### src/rtl/tinyalu_core.sv
// TinyALU responder: captures A/B/op on start, returns the result with a one-cycle
// done pulse. Single-cycle ops finish at the capture edge; multiply takes MUL_LAT edges.
module tinyalu_core #(
    parameter int MUL_LAT = 3
) (
    input  logic        clk,
    input  logic        rst_n,
    input  logic        start,
    input  logic [2:0]  op,
    input  logic [7:0]  A,
    input  logic [7:0]  B,
    output logic        done,
    output logic [15:0] result,
    output logic        busy,
    output logic        err
);

    localparam int CW = $clog2(MUL_LAT);
    localparam logic [CW-1:0] CNT_INIT = CW'(MUL_LAT - 1);
    localparam logic [CW-1:0] CNT_LAST = CW'(1);

    localparam logic [2:0] OP_NOP = 3'b000;
    localparam logic [2:0] OP_ADD = 3'b001;
    localparam logic [2:0] OP_AND = 3'b010;
    localparam logic [2:0] OP_XOR = 3'b011;
    localparam logic [2:0] OP_MUL = 3'b100;
    localparam logic [2:0] OP_RST = 3'b111;

    typedef enum logic [1:0] {IDLE, MUL, RELEASE} state_t;

    state_t          state_q, state_d;
    logic [CW-1:0]   cnt_q, cnt_d;
    logic [7:0]      a_q, a_d, b_q, b_d;
    logic [15:0]     prod_q, prod_d;
    logic [15:0]     result_q, result_d;
    logic            done_q, done_d;
    logic            busy_q, busy_d;
    logic            err_q, err_d;

    // state register
    always_ff @(posedge clk or negedge rst_n) begin
        if (!rst_n) state_q <= IDLE;
        else        state_q <= state_d;
    end

    // next-state logic
    always_comb begin
        state_d = state_q;
        case (state_q)
            IDLE:    if (start) state_d = (op == OP_MUL) ? MUL : RELEASE;
            MUL: begin
                if (!start)                 state_d = IDLE;
                else if (cnt_q == CNT_LAST) state_d = RELEASE;
            end
            RELEASE: if (!start) state_d = IDLE;
            default: state_d = IDLE;
        endcase
    end

    // outputs and datapath
    always_comb begin
        cnt_d    = cnt_q;
        a_d      = a_q;
        b_d      = b_q;
        prod_d   = 16'(a_q) * 16'(b_q);
        result_d = result_q;
        done_d   = 1'b0;
        busy_d   = busy_q;
        err_d    = 1'b0;
        case (state_q)
            IDLE: begin
                if (start) begin
                    a_d = A;
                    b_d = B;
                    done_d = 1'b1;
                    case (op)
                        OP_NOP: ;
                        OP_ADD: result_d = {7'b0, {1'b0, A} + {1'b0, B}};
                        OP_AND: result_d = {8'b0, A & B};
                        OP_XOR: result_d = {8'b0, A ^ B};
                        OP_MUL: begin
                            done_d = 1'b0;
                            busy_d = 1'b1;
                            cnt_d  = CNT_INIT;
                        end
                        OP_RST: result_d = 16'h0000;
                        default: begin
                            result_d = 16'h0000;
                            err_d    = 1'b1;
                        end
                    endcase
                end
            end
            MUL: begin
                if (!start) begin
                    busy_d = 1'b0;
                end else if (cnt_q == CNT_LAST) begin
                    // with MUL_LAT=2 the product register is not yet loaded at the final edge
                    result_d = (MUL_LAT == 2) ? 16'(a_q) * 16'(b_q) : prod_q;
                    done_d   = 1'b1;
                    busy_d   = 1'b0;
                end else begin
                    cnt_d = cnt_q - CNT_LAST;
                end
            end
            default: ;
        endcase
    end

    always_ff @(posedge clk or negedge rst_n) begin
        if (!rst_n) begin
            cnt_q    <= '0;
            a_q      <= '0;
            b_q      <= '0;
            prod_q   <= '0;
            result_q <= '0;
            done_q   <= 1'b0;
            busy_q   <= 1'b0;
            err_q    <= 1'b0;
        end else begin
            cnt_q    <= cnt_d;
            a_q      <= a_d;
            b_q      <= b_d;
            prod_q   <= prod_d;
            result_q <= result_d;
            done_q   <= done_d;
            busy_q   <= busy_d;
            err_q    <= err_d;
        end
    end

    assign done   = done_q;
    assign result = result_q;
    assign busy   = busy_q;
    assign err    = err_q;

endmodule
### config.mk
export PLATFORM = sky130hd
export DESIGN_NAME = tinyalu_core
export DESIGN_NICKNAME = d
export VERILOG_FILES = /design/src/rtl/tinyalu_core.sv
export SDC_FILE = /design/constraint.sdc
export NUM_CORES = 1
export LEC_CHECK = 0
export BUFFER_PORTS_ARGS = -buffer_cell sky130_fd_sc_hd__buf_2
export CORE_ASPECT_RATIO = 0.75
export CORE_MARGIN = 1
export CORE_UTILIZATION = 40
export CTS_CLUSTER_DIAMETER = 30
export DETAILED_ROUTE_END_ITERATION = 10
export SLEW_MARGIN = 20
export SYNTH_ARGS = -nofsm -noshare
export SYNTH_HDL_FRONTEND = slang
export SYNTH_SLANG_ARGS = --single-unit
### constraint.sdc
create_clock -name clk -period 4.41 [get_ports clk]
set_input_delay 0.2205 -clock clk [delete_from_list [all_inputs] [get_ports clk]]
set_output_delay 0.2205 -clock clk [all_outputs]
set_load 0.005 [all_outputs]
---- After elaboration in Yosys (flattened, before gate mapping) ----
Index checks and enable logic that the tools add are counted.
word-level totals
  flip-flop bits (word level) ............. 55
  bits of input ports ..................... 22
  output and inout bits ................... 19
  logic and storage cells ................. 69
cells by class
  add/subtract/negate cells ............... 2
  multipliers ............................. 1
  equality and inequality tests ........... 16
  mux-type cells .......................... 29
  bitwise gates (word level) .............. 2
  reductions and logical operators ........ 10
operators with widths
  cell                                                                   count
  16-bit case mux with 4 select lines                                    1
  16-bit 2-to-1 mux                                                      3
  16-bit case mux with 2 select lines                                    1
  2-bit 2-to-1 mux                                                       9
  8-bit by 8-bit multiplier with 16-bit output                           1
  2-bit != test, second input constant                                   7
  1-bit 2-to-1 mux                                                       11
  5-bit AND reduction                                                    2
  8-bit by 8-bit adder with 9-bit output                                 1
  8-bit bitwise AND                                                      1
  8-bit bitwise XOR                                                      1
  3-bit by 2-bit equality test with 1-bit output, second input constant  2
  3-bit equality test, second input constant                             2
  2-bit case mux with 3 select lines                                     1
  6-bit OR reduction                                                     1
  2-bit by 1-bit equality test with 1-bit output, second input constant  2
  1-bit case mux with 2 select lines                                     2
  2-bit case mux with 2 select lines                                     1
  4-bit AND reduction                                                    1
  3-bit by 1-bit equality test with 1-bit output, second input constant  1
  3-bit logical NOT                                                      1
  3-bit != test, second input constant                                   1
  3-bit AND reduction                                                    1
  2-bit equality test, second input constant                             1
  other kinds (5)                                                        5

---- Depth between registers and ports, before layout ----
  word-level depth ........................ 5
  depth in mapped cells ................... 15
  depth with buffers taken out ............ 15

---- Least setup slack after synthesis ----
OpenSTA, ideal clock, no wires.
  path kind ............................... reg-to-reg
  start ................................... register b_q[7]
  end ..................................... register prod_q[14]
  library setup time ...................... 0.123 ns
  arrival time ............................ 3.899 ns
  slack ................................... 0.389 ns
  stages on the path, launching flop included .. 15
  path buffers ............................ 0
  cells stage by stage .................... dfrtp_1 nand2_1 fa_1 fa_1 inv_1 fa_1 inv_1 fa_1 inv_1 ha_1 o211ai_1 o21ai_1 o2111ai_1 a311o_1 xnor2_1
on the way
  cells in the longest elaborated chain, start to end .. 1
ends and longest elaborated chain
  element                                       RTL line  text
  start: declaration                            33        logic [7:0] a_q, a_d, b_q, b_d;
  start signal: assignment                      114       b_q <= '0;
  start signal: assignment                      123       b_q <= b_d;
  8-bit by 8-bit multiplier with 16-bit output  --
  net prod_d[14]                                34        logic [15:0] prod_q, prod_d;
  end signal: assignment                        124       prod_q <= prod_d;
  end: declaration                              34
The timed path passes the listed nets, and every way through them passes these cells.
A chain may end at the register's enable or synchronous reset.

---- Worst setup path after layout ----
  start ................................... register b_q[6]
  end ..................................... register prod_q[14]
Same word-level chain as after synthesis.

==> results.json <==
{
  "status": "completed",
  "synth-seq-cells": 55,
  "synth-xor-area-share": 0.0243,
  "grt_util_met2": 0.257,
  "worstMarginPinSlew_ns": 0.884,
  "met3_usage": 0.0322,
  "muxShareOfSynthArea": 0.0492,
  "worst_setup_path_end_kind": "flip-flop",
  "die_h_um": 95.7,
  "swShare": 0.460,
  "portBuffers": 40,
  "grt_max_degree": 56,
  "hold_class": "input pin to async pin",
  "setup_viol_count_final": 0,
  "max_freq_ghz": 0.237,
  "synth_edf_count": 0,
  "via_count": 3389,
  "diodes": 0,
  "clkTransAtPathRegs_ns": 0.08,
  "syn2layout_area_growth_pct": 10.8,
  "yosys.area.top_type": "dfrtp_1",
  "p_comb_frac": 0.673,
  "finalCritPeriodShare": 0.955,
  "dp.cells": 650,
  "drv_slew": 0,
  "skew_ns": 0.00848,
  "period_needed_ns": 4.21,
  "grt_pass1_vias": 3378,
  "grt_pass1_wl_mm": 17.7,
  "synth_top_family_by_area": "adder cells",
  "p_switching_uw": 1660,
  "first_iter_violations": 333,
  "gp_congestion": 0.822,
  "cts_tree": "yes",
  "crit_end": "prod_q[14]",
  "cts_max_level": 2,
  "slew_headroom": 0.410,
  "final_nets": 621,
  "hold_viol": 0,
  "yosysSeqAreaShare": 0.294,
  "reg2reg_from": "b_q[6]",
  "fin_cells": 658,
  "final_antenna_net_count": 0,
  "mostFrequentLayoutCells": "60 x inv_1, 54 x and2_1, 52 x dfrtp_1",
  "drcViolationCount": 0,
  "numCtsBuffers": 5,
  "busiest_layer": "met1",
  "syn_avg_cell_area_sq_um": 9.84,
  "rsz0062_at_grt": "false",
  "cp_max_fo": 9,
  "synth_compound_area_frac": 0.113,
  "yosys.area_share.simple": 0.181,
  "synth_adder_area_share": 0.278,
  "ys_types": 49,
  "cts-hold-fix-buffers": 0,
  "criticalPathCategory": "flip-flop to flip-flop",
  "final_util": 0.465,
  "power.density_nw_per_um2": 694,
  "io_pins": 41,
  "p_leak_uw": 0.00257,
  "grt_util_met1": 0.305,
  "max_cap_violations": 0,
  "vdd_drop_max_uv": 376,
  "seqPwrFrac": 0.211,
  "row_count": 33,
  "fillers": 1060,
  "pwr-share-clk": 0.116,
  "wl_mm": 10.3,
  "dr.pass1.iters": 5,
  "die_w_um": 127,
  "synthCells": 476,
  "cts_sinks": 55,
  "internal_power_uw": 1940,
  "place_hpwl_mm": 8.40,
  "antenna_found_initial": 0,
  "r2r_slack_ns": 0.20,
  "startpoint": "b_q[6]",
  "critPathRequiredTime_ns": 4.60,
  "syn-num-nets": 580,
  "clkLatencyLatePin_ns": 0.30,
  "synth_top_area_frac": 0.294,
  "synth_ff_type": "dfrtp_1",
  "worstPathArrival_ns": 4.40,
  "yosys_warnings": 0,
  "clock_path_buffers": 2,
  "wl_per_cell_um": 15.7,
  "synthTopCellsByArea": "dfrtp_1 29%, fa_1 16%, ha_1 12%, and2_1 7.2%, inv_1 4.8%",
  "drive_gt1_frac": 0.164,
  "postSynth.asyncResetShare": 1.00,
  "grt_use_total": 0.189,
  "netlist_area_sq_um": 4680,
  "drt-vias-per-instance": 5.15,
  "cts_root_buffer": "clkbuf_16",
  "start_util": 0.420,
  "tns_ns": 0,
  "overflow": 0,
  "reg2reg_depth": 14,
  "core_area_sq_um": 11100,
  "layout_commonest_cell": "inv_1",
  "dieArea_sq_um": 12100,
  "critPathLaunchType": "flip-flop",
  "r2r_end": "prod_q[14]"
}
-- layout make-up --
| class | count | area, sq um | share of cell area |
|---|---|---|---|
| well taps | 140 | 175 | 0.0338 |
| clock buffers | 5 | 125 | 0.0241 |
| inverters | 60 | 225 | 0.0434 |
| clock inverters | 3 | 23.8 | 0.00458 |
| multi-input cells | 352 | 3030 | 0.585 |
| repair buffers | 43 | 223 | 0.0429 |
| flip-flops and latches | 55 | 1380 | 0.266 |
-- cells in the mapped netlist (4+ instances only) --
cell type	n
nand2b_1	9
nand3_1	8
ha_1	45
and2_1	54
xnor2_1	9
a21o_1	5
o211ai_1	4
xor2_1	4
o21ai_0	13
mux2_2	16
nor2_1	18
mux2i_1	5
nor3_1	13
dfrtp_1	55
o21ai_1	6
nand2_1	42
inv_1	60
fa_1	37
a21oi_1	26
-- cells by family after synthesis --
logic type      count (synthesis)
flops                          55
fa+ha+maj                      82
mux                            21
buf+inv                        69
simple gates                  158
xor+xnor                       13
compound gates                 78
-- worst max-delay path, cell delays in order, from the launching register on --
cell and delay, ns:
dfrtp_1 0.46, nand2_1 0.11, fa_1 0.51, fa_1 0.55, inv_1 0.06, fa_1 0.52, inv_1 0.05, fa_1 0.53
inv_1 0.04, ha_1 0.34, o211ai_1 0.13, o21ai_2 0.21, o2111ai_1 0.15, a311o_1 0.31, xnor2_1 0.13
-- state kept, by name, indices dropped and copies added (netlist names) --
signal   count
cnt_q        2
result      16
busy         1
state_q      2
prod_q      16
err          1
b_q          8
done         1
a_q          8
-- power by group through the flow --
stage / Clock [uW] / Combinational [uW] / Sequential, uW
global placement: 0 / 2370 / 764
global route: 448 / 2830 / 773
finish: 417 / 2420 / 759
detailed placement: 0 / 2400 / 767
floorplan: 0 / 1890 / 736
CTS: 424 / 2420 / 757
-- what timing repair did --
action                                  CTS  global route
setup buffers                             0             0
endpoints found under the setup margin    0             2
gates resized for setup                   0             5
-- stage by stage --
step           worst slack (ns)  total power [uW]  hold slack (ns)  area, sq um
6_report                  0.198              3600           0.0389         5190
4_1_cts                   0.143              3600           0.0718         5170
3_5_place_dp              0.157              3160            0.393         5020
5_1_grt                 0.00626              4050            0.113         5190
2_1_floorplan             0.389              2620          -0.0751         4680
3_3_place_gp              0.204              3130            0.387         5020
-- worst min path at each step --
stage / from / endpoint / slack [ns]
final: rst_n / b_q[0] / 0.04
after global routing: rst_n / b_q[0] / 0.11
after CTS: rst_n / b_q[1] / 0.07
after detailed placement: rst_n / b_q[0] / 0.39
after global placement: rst_n / b_q[0] / 0.39
after floorplan: rst_n / a_q[0] / -0.08
-- layer usage --
layer,wire length (um),part of all wire
met5,0,0
met4,90,0.0087
met3,673,0.065
met2,3830,0.37
met1,5750,0.56
No activity file was read; power rests on OpenSTA's default activity.
